**config.mk**
```make
export PLATFORM = sky130hd
export DESIGN_NAME = scrambler_par_flat
export DESIGN_NICKNAME = d
export VERILOG_FILES = /design/src/rtl/scrambler_pkg.sv /design/src/rtl/scrambler_par_if.sv /design/src/rtl/lfsr_step_w.sv /design/src/rtl/scrambler_par.sv /design/src/flat_wrapper.sv
export SDC_FILE = /design/constraint.sdc
export NUM_CORES = 1
export LEC_CHECK = 0
export ABC_AREA = 1
export CAP_MARGIN = 30
export CORE_UTILIZATION = 40
export DETAILED_ROUTE_END_ITERATION = 12
export GPL_TIMING_DRIVEN = 0
export PLACE_DENSITY = 0.62
export SYNTH_ARGS = -nofsm -noshare
export SYNTH_HDL_FRONTEND = slang
export SYNTH_SLANG_ARGS = --single-unit
```
**constraint.sdc**
```tcl
create_clock -name i_clk -period 4.8 [get_ports i_clk]
set_clock_uncertainty 0.2 [all_clocks]
set_input_delay 0.96 -clock i_clk [delete_from_list [all_inputs] [get_ports i_clk]]
set_output_delay 0.96 -clock i_clk [all_outputs]
set_load 0.02 [all_outputs]
```
**src/rtl/scrambler_pkg.sv**
```systemverilog
// ---------------------------------------------------------------------------
// scrambler_pkg
// Shared definitions for the 802.11a scrambler/descrambler (x^7 + x^4 + 1).
// Contents: LFSR width and taps, default seed, mode and FSM state encodings,
// and the feedback helper used by the unrolled step logic.
// ---------------------------------------------------------------------------
package scrambler_pkg;

    localparam int LFSR_W    = 7;
    localparam int TAP_HI    = 6;
    localparam int TAP_LO    = 3;
    localparam int SYNC_BITS = 7;

    localparam logic [LFSR_W-1:0] SCR_DEF_SEED = 7'h7F;

    typedef enum logic {
        SCR   = 1'b0,
        DESCR = 1'b1
    } mode_e;

    typedef enum logic [1:0] {
        IDLE = 2'd0,
        SYNC = 2'd1,
        RUN  = 2'd2
    } state_e;

    // Feedback bit of the generator: x^7 + x^4 maps onto state bits 6 and 3.
    function automatic logic fbit(input logic [LFSR_W-1:0] s);
        return s[TAP_HI] ^ s[TAP_LO];
    endfunction

endpackage

```
**src/rtl/scrambler_par_if.sv**
```systemverilog
// ---------------------------------------------------------------------------
// scrambler_par_if
// Valid/ready streaming bus around the scrambler.
//   in_valid/in_ready/in_data/in_sof/in_eof : upstream beat handshake
//   out_valid/out_ready/out_data/out_eof    : downstream beat handshake
// Modports: master = the side feeding beats in and taking results out,
//           slave  = the scrambler itself.
// ---------------------------------------------------------------------------
interface scrambler_par_if #(
    parameter int W = 8
);
    logic         in_valid;
    logic         in_ready;
    logic [W-1:0] in_data;
    logic         in_sof;
    logic         in_eof;
    logic         out_valid;
    logic         out_ready;
    logic [W-1:0] out_data;
    logic         out_eof;

    modport master (
        output in_valid, in_data, in_sof, in_eof, out_ready,
        input  in_ready, out_valid, out_data, out_eof
    );

    modport slave (
        input  in_valid, in_data, in_sof, in_eof, out_ready,
        output in_ready, out_valid, out_data, out_eof
    );
endinterface

```
**src/rtl/lfsr_step_w.sv**
```systemverilog
// ---------------------------------------------------------------------------
// lfsr_step_w
// Combinational unroll of W scrambler bit steps, bit 0 first in time.
//   i_state      : LFSR state before the beat
//   i_x          : input bits of the beat
//   i_sync       : 1 while the descrambler is still collecting seed bits
//   i_count      : number of seed bits already collected
//   o_y          : output bits
//   o_state      : LFSR state after the beat
//   o_count      : seed bit count after the beat
//   o_sync_done  : seed collection completed inside this beat
//   o_sync_state : LFSR state at the exact bit where collection completed
// ---------------------------------------------------------------------------
module lfsr_step_w
    import scrambler_pkg::*;
#(
    parameter int W = 8
) (
    input  logic [LFSR_W-1:0] i_state,
    input  logic [W-1:0]      i_x,
    input  logic              i_sync,
    input  logic [2:0]        i_count,
    output logic [W-1:0]      o_y,
    output logic [LFSR_W-1:0] o_state,
    output logic [2:0]        o_count,
    output logic              o_sync_done,
    output logic [LFSR_W-1:0] o_sync_state
);

    // Walk the beat bit by bit. While collecting, the received bit is shifted
    // straight into the state (it equals the transmitter's feedback bit because
    // the SERVICE bits are zero). Once seven bits are in, the remaining bits of
    // the same beat switch to normal additive descrambling.
    always_comb begin
        logic [LFSR_W-1:0] w_s;
        logic [2:0]        w_c;
        logic              w_sync;
        logic              w_f;

        w_s          = i_state;
        w_c          = i_count;
        w_sync       = i_sync;
        w_f          = 1'b0;
        o_y          = '0;
        o_sync_done  = 1'b0;
        o_sync_state = i_state;

        for (int i = 0; i < W; i++) begin
            w_f = fbit(w_s);
            if (w_sync) begin
                o_y[i] = 1'b0;
                w_s    = {w_s[LFSR_W-2:0], i_x[i]};
                w_c    = w_c + 3'd1;
                if (w_c == 3'(SYNC_BITS)) begin
                    w_sync       = 1'b0;
                    o_sync_done  = 1'b1;
                    o_sync_state = w_s;
                end
            end else begin
                o_y[i] = i_x[i] ^ w_f;
                w_s    = {w_s[LFSR_W-2:0], w_f};
            end
        end

        o_state = w_s;
        o_count = w_c;
    end

endmodule

```
**src/rtl/scrambler_par.sv**
```systemverilog
// ---------------------------------------------------------------------------
// scrambler_par
// W-bit-per-beat 802.11a scrambler (mode 0) / descrambler with seed
// recovery (mode 1), one beat per cycle, one registered output stage.
//   i_clk, i_rst_n : clock, asynchronous active-low reset
//   i_mode         : 0 scramble, 1 descramble; taken on the SOF beat
//   i_seed_in      : scramble seed (0 selects DEF_SEED); taken on SOF beat
//   bus            : in/out valid-ready stream (scrambler_par_if.slave)
//   o_seed_out     : recovered LFSR state, held until next recovery
//   o_seed_valid   : one-cycle pulse with the beat that recovered the seed
//   o_err          : one-cycle pulse with the beat that broke the protocol
// ---------------------------------------------------------------------------
module scrambler_par
    import scrambler_pkg::*;
#(
    parameter int                W        = 8,
    parameter logic [LFSR_W-1:0] DEF_SEED = SCR_DEF_SEED
) (
    input  logic              i_clk,
    input  logic              i_rst_n,
    input  logic              i_mode,
    input  logic [LFSR_W-1:0] i_seed_in,
    scrambler_par_if.slave    bus,
    output logic [LFSR_W-1:0] o_seed_out,
    output logic              o_seed_valid,
    output logic              o_err
);

    state_e            r_state;
    logic [LFSR_W-1:0] r_lfsr;
    logic [2:0]        r_count;
    logic              r_out_valid;
    logic [W-1:0]      r_out_data;
    logic              r_out_eof;
    logic [LFSR_W-1:0] r_seed_out;
    logic              r_seed_valid;
    logic              r_err;

    logic              w_accept;
    logic              w_drop;
    logic [LFSR_W-1:0] w_start_seed;
    logic [LFSR_W-1:0] w_step_state;
    logic              w_step_sync;
    logic [2:0]        w_step_count;
    logic [W-1:0]      w_y;
    logic [LFSR_W-1:0] w_next_state;
    logic [2:0]        w_next_count;
    logic              w_sync_done;
    logic [LFSR_W-1:0] w_sync_state;
    logic              w_still_sync;

    assign bus.in_ready = !r_out_valid || bus.out_ready;
    assign w_accept     = bus.in_valid && bus.in_ready;

    // A beat without SOF while idle belongs to no frame and is thrown away.
    assign w_drop       = !bus.in_sof && (r_state == IDLE);

    // An SOF beat always starts from a fresh seed, even mid-frame, so the
    // step logic is fed the new seed/mode instead of the running state.
    assign w_start_seed = (i_seed_in == '0) ? DEF_SEED : i_seed_in;
    assign w_step_state = bus.in_sof ? w_start_seed : r_lfsr;
    assign w_step_sync  = bus.in_sof ? (mode_e'(i_mode) == DESCR) : (r_state == SYNC);
    assign w_step_count = bus.in_sof ? 3'd0 : r_count;
    assign w_still_sync = w_step_sync && !w_sync_done;

    lfsr_step_w #(
        .W (W)
    ) u_step (
        .i_state      (w_step_state),
        .i_x          (bus.in_data),
        .i_sync       (w_step_sync),
        .i_count      (w_step_count),
        .o_y          (w_y),
        .o_state      (w_next_state),
        .o_count      (w_next_count),
        .o_sync_done  (w_sync_done),
        .o_sync_state (w_sync_state)
    );

    // Frame FSM plus output register. Everything advances only on an accepted
    // beat; otherwise the output beat is held until the sink takes it. The
    // status pulses are registered so they line up with the output beat of
    // the input beat that caused them. A frame that ends while still
    // collecting seed bits is a protocol error and never reports a seed.
    always_ff @(posedge i_clk or negedge i_rst_n) begin
        if (!i_rst_n) begin
            r_state      <= IDLE;
            r_lfsr       <= SCR_DEF_SEED;
            r_count      <= 3'd0;
            r_out_valid  <= 1'b0;
            r_out_data   <= '0;
            r_out_eof    <= 1'b0;
            r_seed_out   <= '0;
            r_seed_valid <= 1'b0;
            r_err        <= 1'b0;
        end else begin
            r_seed_valid <= 1'b0;
            r_err        <= 1'b0;
            if (w_accept) begin
                if (w_drop) begin
                    r_out_valid <= 1'b0;
                    r_err       <= 1'b1;
                end else begin
                    r_out_valid <= 1'b1;
                    r_out_data  <= w_y;
                    r_out_eof   <= bus.in_eof;
                    r_lfsr      <= w_next_state;
                    r_count     <= w_next_count;
                    if (bus.in_sof && (r_state != IDLE)) begin
                        r_err <= 1'b1;
                    end
                    if (w_sync_done) begin
                        r_seed_out   <= w_sync_state;
                        r_seed_valid <= 1'b1;
                    end
                    if (bus.in_eof) begin
                        r_state <= IDLE;
                        if (w_still_sync) begin
                            r_err <= 1'b1;
                        end
                    end else if (w_still_sync) begin
                        r_state <= SYNC;
                    end else begin
                        r_state <= RUN;
                    end
                end
            end else if (bus.out_ready) begin
                r_out_valid <= 1'b0;
            end
        end
    end

    assign bus.out_valid = r_out_valid;
    assign bus.out_data  = r_out_data;
    assign bus.out_eof   = r_out_eof;
    assign o_seed_out    = r_seed_out;
    assign o_seed_valid  = r_seed_valid;
    assign o_err         = r_err;

endmodule

```
**src/flat_wrapper.sv**
```systemverilog
// flat-port wrapper written by rule: the top's interface ports become plain ports
module scrambler_par_flat import scrambler_pkg::*;
#(
    parameter int                W        = 8,
    parameter logic [LFSR_W-1:0] DEF_SEED = SCR_DEF_SEED
)
  (i_clk, i_rst_n, i_mode, i_seed_in, o_seed_out, o_seed_valid, o_err, bus_in_valid, bus_in_data, bus_in_sof, bus_in_eof, bus_out_ready, bus_in_ready, bus_out_valid, bus_out_data, bus_out_eof);
  scrambler_par_if #(.W(W)) bus_i ();
  input  logic i_clk;
  input  logic i_rst_n;
  input  logic i_mode;
  input  logic [LFSR_W-1:0] i_seed_in;
  output logic [LFSR_W-1:0] o_seed_out;
  output logic o_seed_valid;
  output logic o_err;
  input wire logic [$bits(bus_i.in_valid)-1:0] bus_in_valid;
  input wire logic [$bits(bus_i.in_data)-1:0] bus_in_data;
  input wire logic [$bits(bus_i.in_sof)-1:0] bus_in_sof;
  input wire logic [$bits(bus_i.in_eof)-1:0] bus_in_eof;
  input wire logic [$bits(bus_i.out_ready)-1:0] bus_out_ready;
  output wire logic [$bits(bus_i.in_ready)-1:0] bus_in_ready;
  output wire logic [$bits(bus_i.out_valid)-1:0] bus_out_valid;
  output wire logic [$bits(bus_i.out_data)-1:0] bus_out_data;
  output wire logic [$bits(bus_i.out_eof)-1:0] bus_out_eof;
  assign bus_i.in_valid = bus_in_valid;
  assign bus_i.in_data = bus_in_data;
  assign bus_i.in_sof = bus_in_sof;
  assign bus_i.in_eof = bus_in_eof;
  assign bus_i.out_ready = bus_out_ready;
  assign bus_in_ready = bus_i.in_ready;
  assign bus_out_valid = bus_i.out_valid;
  assign bus_out_data = bus_i.out_data;
  assign bus_out_eof = bus_i.out_eof;
  scrambler_par #(.W(W), .DEF_SEED(DEF_SEED)) u_core (.i_clk(i_clk), .i_rst_n(i_rst_n), .i_mode(i_mode), .i_seed_in(i_seed_in), .bus(bus_i), .o_seed_out(o_seed_out), .o_seed_valid(o_seed_valid), .o_err(o_err));
endmodule
```
# Yosys cells after proc, flatten, opt, wreduce, memory -nomap -nowiden
# Index checks and enable logic that the tools add are counted.
# totals
ff_bits,31
output_inout_bits,20
wordCells,144
# classes
addsub,8
n_eq_ne,9
muxes,87
bitwise_logic,17
reduce_logical,14
# op_table
cell,count
7-bit 2-to-1 mux,18
1-bit 2-to-1 mux,58
3-bit 2-to-1 mux,9
3-bit by 1-bit adder with 3-bit output (second input constant),8
3-bit equality test (second input constant),8
1-bit XOR,16
7-bit logical NOT,1
1-bit logical AND,4
2-bit 2-to-1 mux,2
2-bit nonzero test,2
1-bit logical NOT,3
3-bit AND reduction,1
2-bit by 1-bit equality test with 1-bit output (second input constant),1
2-bit logical NOT,1
2-bit AND reduction,1
1-bit logical OR,1
1-bit NOT,1

# Logic depth before layout (Yosys ltp)
# depth
depth_word,28
mapped_depth,40
ltp_nobuf,38

# Modules after synthesis
# Synthesis repeated with hierarchy kept, for this count alone.
# hier_totals
cells_unflattened,510
area_unflattened_um2,3270.6
# modules_own_cells
module,n_inst,cells_each,area_each_um2,seq_area_each_um2
lfsr_step_w,1,324,1773.0,0.0
scrambler_par,1,186,1497.7,784.5

# Worst setup path after synthesis
# Ideal clock, no wire load.
# synth_path
path_kind,input-to-reg
startpoint,in bus_in_sof
endpoint,"reg u_core.r_seed_out[6], in the netlist u_core.o_seed_out[6]"
setup_ns,0.065
arrival_time_ns,5.346
t_required_ns,4.535
slack_ns,-0.811
stages,31
n_path_buf,1
path_cell_list,inv_2 -> buf_6 -> nand3_4 -> nand2_4 -> clkinv_1 -> ha_1 -> ha_1 -> nand2_1 -> nand2_1 -> ha_1 -> nor2_1 -> a31oi_1 -> ha_1 -> nand2_1 -> nand2_1 -> ha_1 -> nor2_1 -> a31oi_1 -> ha_1 -> inv_1 -> o21ai_1 -> ha_1 -> inv_1 -> o21ai_2 -> ha_1 -> inv_1 -> nor2_8 -> nand3_4 -> nand2_1 -> nand3_1 -> nand2_1
# synth_via
elab_chain_len,23
word_cells_on_any_way,80
cone_classes,add/sub (8); eq/ne (8); mux (58); bitwise (3); reduce/logical (3)
# synth_rtl
item,line,source
"start, declared",flat_wrapper.sv:18,input wire logic [$bits(bus_i.in_sof)-1:0] bus_in_sof;
"parallel branches: the longest is 23 deep, another holds 3-bit by 1-bit adder with 3-bit output",-,
"end signal, assigned",scrambler_par.sv:113,r_seed_out <= w_sync_state;
"end, declared",scrambler_par.sv:35,logic [LFSR_W-1:0] r_seed_out;
# Several ways; the timed one is not identified.
# A chain may end at the register's enable or synchronous reset.

# Worst setup path after layout
# Ends and elaborated chain as after synthesis.

==> impl_metrics.yaml <==
critical_path:
  r2r-end: "u_core.o_seed_out[6]"
  arrival_ps: 5020
  cp_slowest_stage_delay_ps: 270
  critPathRequiredTime_ps: 4780
  slowest_stage: "ha_4"
  critical-path-top-delay-family: "adder cells"
  rrSetupSlack_ps: 150
  rr_worst_depth: 30
  path_buf_inv: 6
  rr_startpoint: "u_core.r_state[1]"
  path_common_cell: "ha_4"
  crit_path_end_kind: "flop"
  critPathLaunchType: "input pin"
  crit_type: "in -> reg"
  crit_fanout: 7
synthesis:
  synthFlopType: "dfrtp_1"
  syn_nets: 511
  syn_inst: 473
  synth_edf_count: 0
  avgSynthCellArea_um2: 6.682
  synth_seq_area_share_pct: 24.82
  ys_types: 36
  synth_area_mm2: 0.003161
  synthArstFlopShare_pct: 100.0
  ys_ff_latch: 31
  yosysWarnings: 0
global_route:
  grt_overflow: 0
  antenna_found_initial: 0
  grt_util_all_layers_pct: 24.31
  grt_pass1_vias: 3240
  grt_use_met3_pct: 2.778
  grtUsageMet1_pct: 31.57
  grt_max_degree: 32
  grt_pass1_wl_um: 15890
  grtUsageMet2_pct: 42.05
  grt-busiest-layer: "met2"
layout:
  final_cells: 667
  antennaDiodeCount: 0
  nets: 602
  layout_commonest_cell: "nand2_1"
  postLayoutCoreUtil_pct: 62.39
  areaGrowthSynthToFinish_pct: 51.74
  design_area_mm2: 0.004796
  drive_above_1_share_pct: 31.86
  final_cell_mix: "nand2_1 (110), inv_1 (46), clkdlybuf4s50_1 (38)"
min_path:
  hold_path_end: "u_core.o_seed_out[0]"
  hp-start: "u_core.o_seed_out[0]"
  hp-class: "reg -> reg"
  holdPathStages: 2
placed_design:
  dpl.hpwl_um: 6797
  dp.cells: 616
  place_congestion: 0.8878
  portBuffers: 41
  place_area_mm2: 0.003782
  dp_slack_ps: -1563
power:
  power_mw: 2.603
  irDropWorstVdd_mv: 0.3618
  power.leakage_nw: 2.124
  p_per_area_mw_per_mm2: 542.8
clock_network:
  cts_tree: "yes"
  clkTransAtPathRegs_ps: 70
  cts_sinks: 31
  clockBufferDepth: 2
  cts_buffers: 5
  clkLatencyLatePin_ps: 290
  ctsHoldBuffers: 0
  htreeDepth: 2
  root_buffer: "clkbuf_8"
drt:
  drc: 0
  drtAntennaViolNets: 0
  firstDrtPassIters: 5
  drtIter0Drc: 220
  num_vias: 3568
  wl_per_cell_um: 15.47
  wirelength_um: 10320
  via_per_inst: 5.349
sta:
  worst_pin_slew_ps: 952.1
  fmax_ghz: 0.1984
  fin_crit_sh_pct: 105.0
  fin_setup_tns_ps: -1917
  setup_viol: 10
  rsz0062_at_grt: "true"
  slew_violations: 0
  layout_setup_ws_ps: -239.5
  hold_violations: 0
  relSlewSlack_pct: 35.85
  hold_ws_ps: 273.2
  post-route-min-period_ps: 5039
run:
  max_cap_viol_count: 0
run_status:
  outcome: "finished with violations"
  failed_checks: "negative setup slack"
floorplanning:
  core_mm2: 0.007687
  std_cell_rows: 32
  die_y_um: 90.89
  dieWidth_um: 90.89
  pin_count: 42
  die_area_mm2: 0.008261
  floorplan.initialDensity_pct: 41.11
-- Yosys cell counts (all sizes together), types with 2 or more instances --
cell	number	area share [%]
a21oi	8	1.4
a31oi	3	0.59
buf	5	1.4
clkbuf	7	0.83
dfrtp	24	19
dfstp	7	5.8
ha	16	6.3
inv	64	7.8
nand2	141	19
nand3	60	13
nand4	5	0.99
nor2	34	4.6
o211ai	14	3.3
o21a	2	0.47
o21ai	57	9.1
o31ai	6	1.4
xnor2	2	0.55
xor2	12	3.3
-- worst max path at each step --
stage	from	endpoint	slack, ps	depth (start not counted)
detailed placement	bus_in_sof	u_core.o_seed_out[2]	-1560	32
floorplan	bus_in_sof	u_core.o_seed_out[6]	-410	31
global route	bus_in_sof	u_core.o_seed_out[6]	-460	34
finish	bus_in_sof	u_core.o_seed_out[6]	-240	30
CTS	bus_in_sof	u_core.o_seed_out[2]	-310	30
global placement	bus_in_sof	u_core.o_seed_out[6]	-1470	32
-- power by group --
group          switching, mW  internal, mW
sequential            0.0609         0.387
combinational           1.07         0.803
clock                  0.112         0.168
-- cell families after synthesis --
logic type	after synthesis	share of synthesized area (%)
adders and majority gates	16	6.334
xor gates and xnor gates	14	3.880
and+or+nand+nor	242	37.69
DFF	31	24.82
buffers and inverters	77	10.17
muxes	1	0.3167
AOI/OAI and AO/OA	92	16.79
-- tightest hold or removal path, cell delays in order (launching register included) --
cell and delay, ps:
dfrtp_1 340, nand2_1 50, nand2_1 50
-- cell type report --
class / instances / area, µm²
well taps: 102 / 127.6
repair buffers: 84 / 788.3
inverters: 65 / 287.8
clock inverters: 2 / 35.03
fillers: 698 / 2892
plain buffers: 12 / 85.08
multi-input cells: 365 / 2605
flip-flops and latches: 31 / 784.5
clock buffers: 6 / 82.58
-- timing repair --
| item | 4_1_cts | 5_1_grt |
|---|---|---|
| pin swaps | 40 | 45 |
| setup buffers | 23 | 21 |
| endpoints found under the setup margin | 14 | 12 |
| gates cloned | 0 | 0 |
| resized for setup | 54 | 64 |
-- flip-flops by register name, summed over array words and instances (netlist names) --
name	cells
u_core.o_seed_out	7
u_core.r_lfsr	7
u_core.r_count	3
u_core.bus.out_eof	1
u_core.r_state	2
u_core.bus.out_valid	1
u_core.bus.out_data	8
u_core.o_err	1
u_core.o_seed_valid	1
-- layer usage --
layer | wire length (µm) | vias to the layer above
li1 | - | 1742
met1 | 4367 | 1662
met2 | 5175 | 136
met3 | 475 | 28
met4 | 298 | 0
met5 | 0 | -
Power figures use the tool's default switching activity.
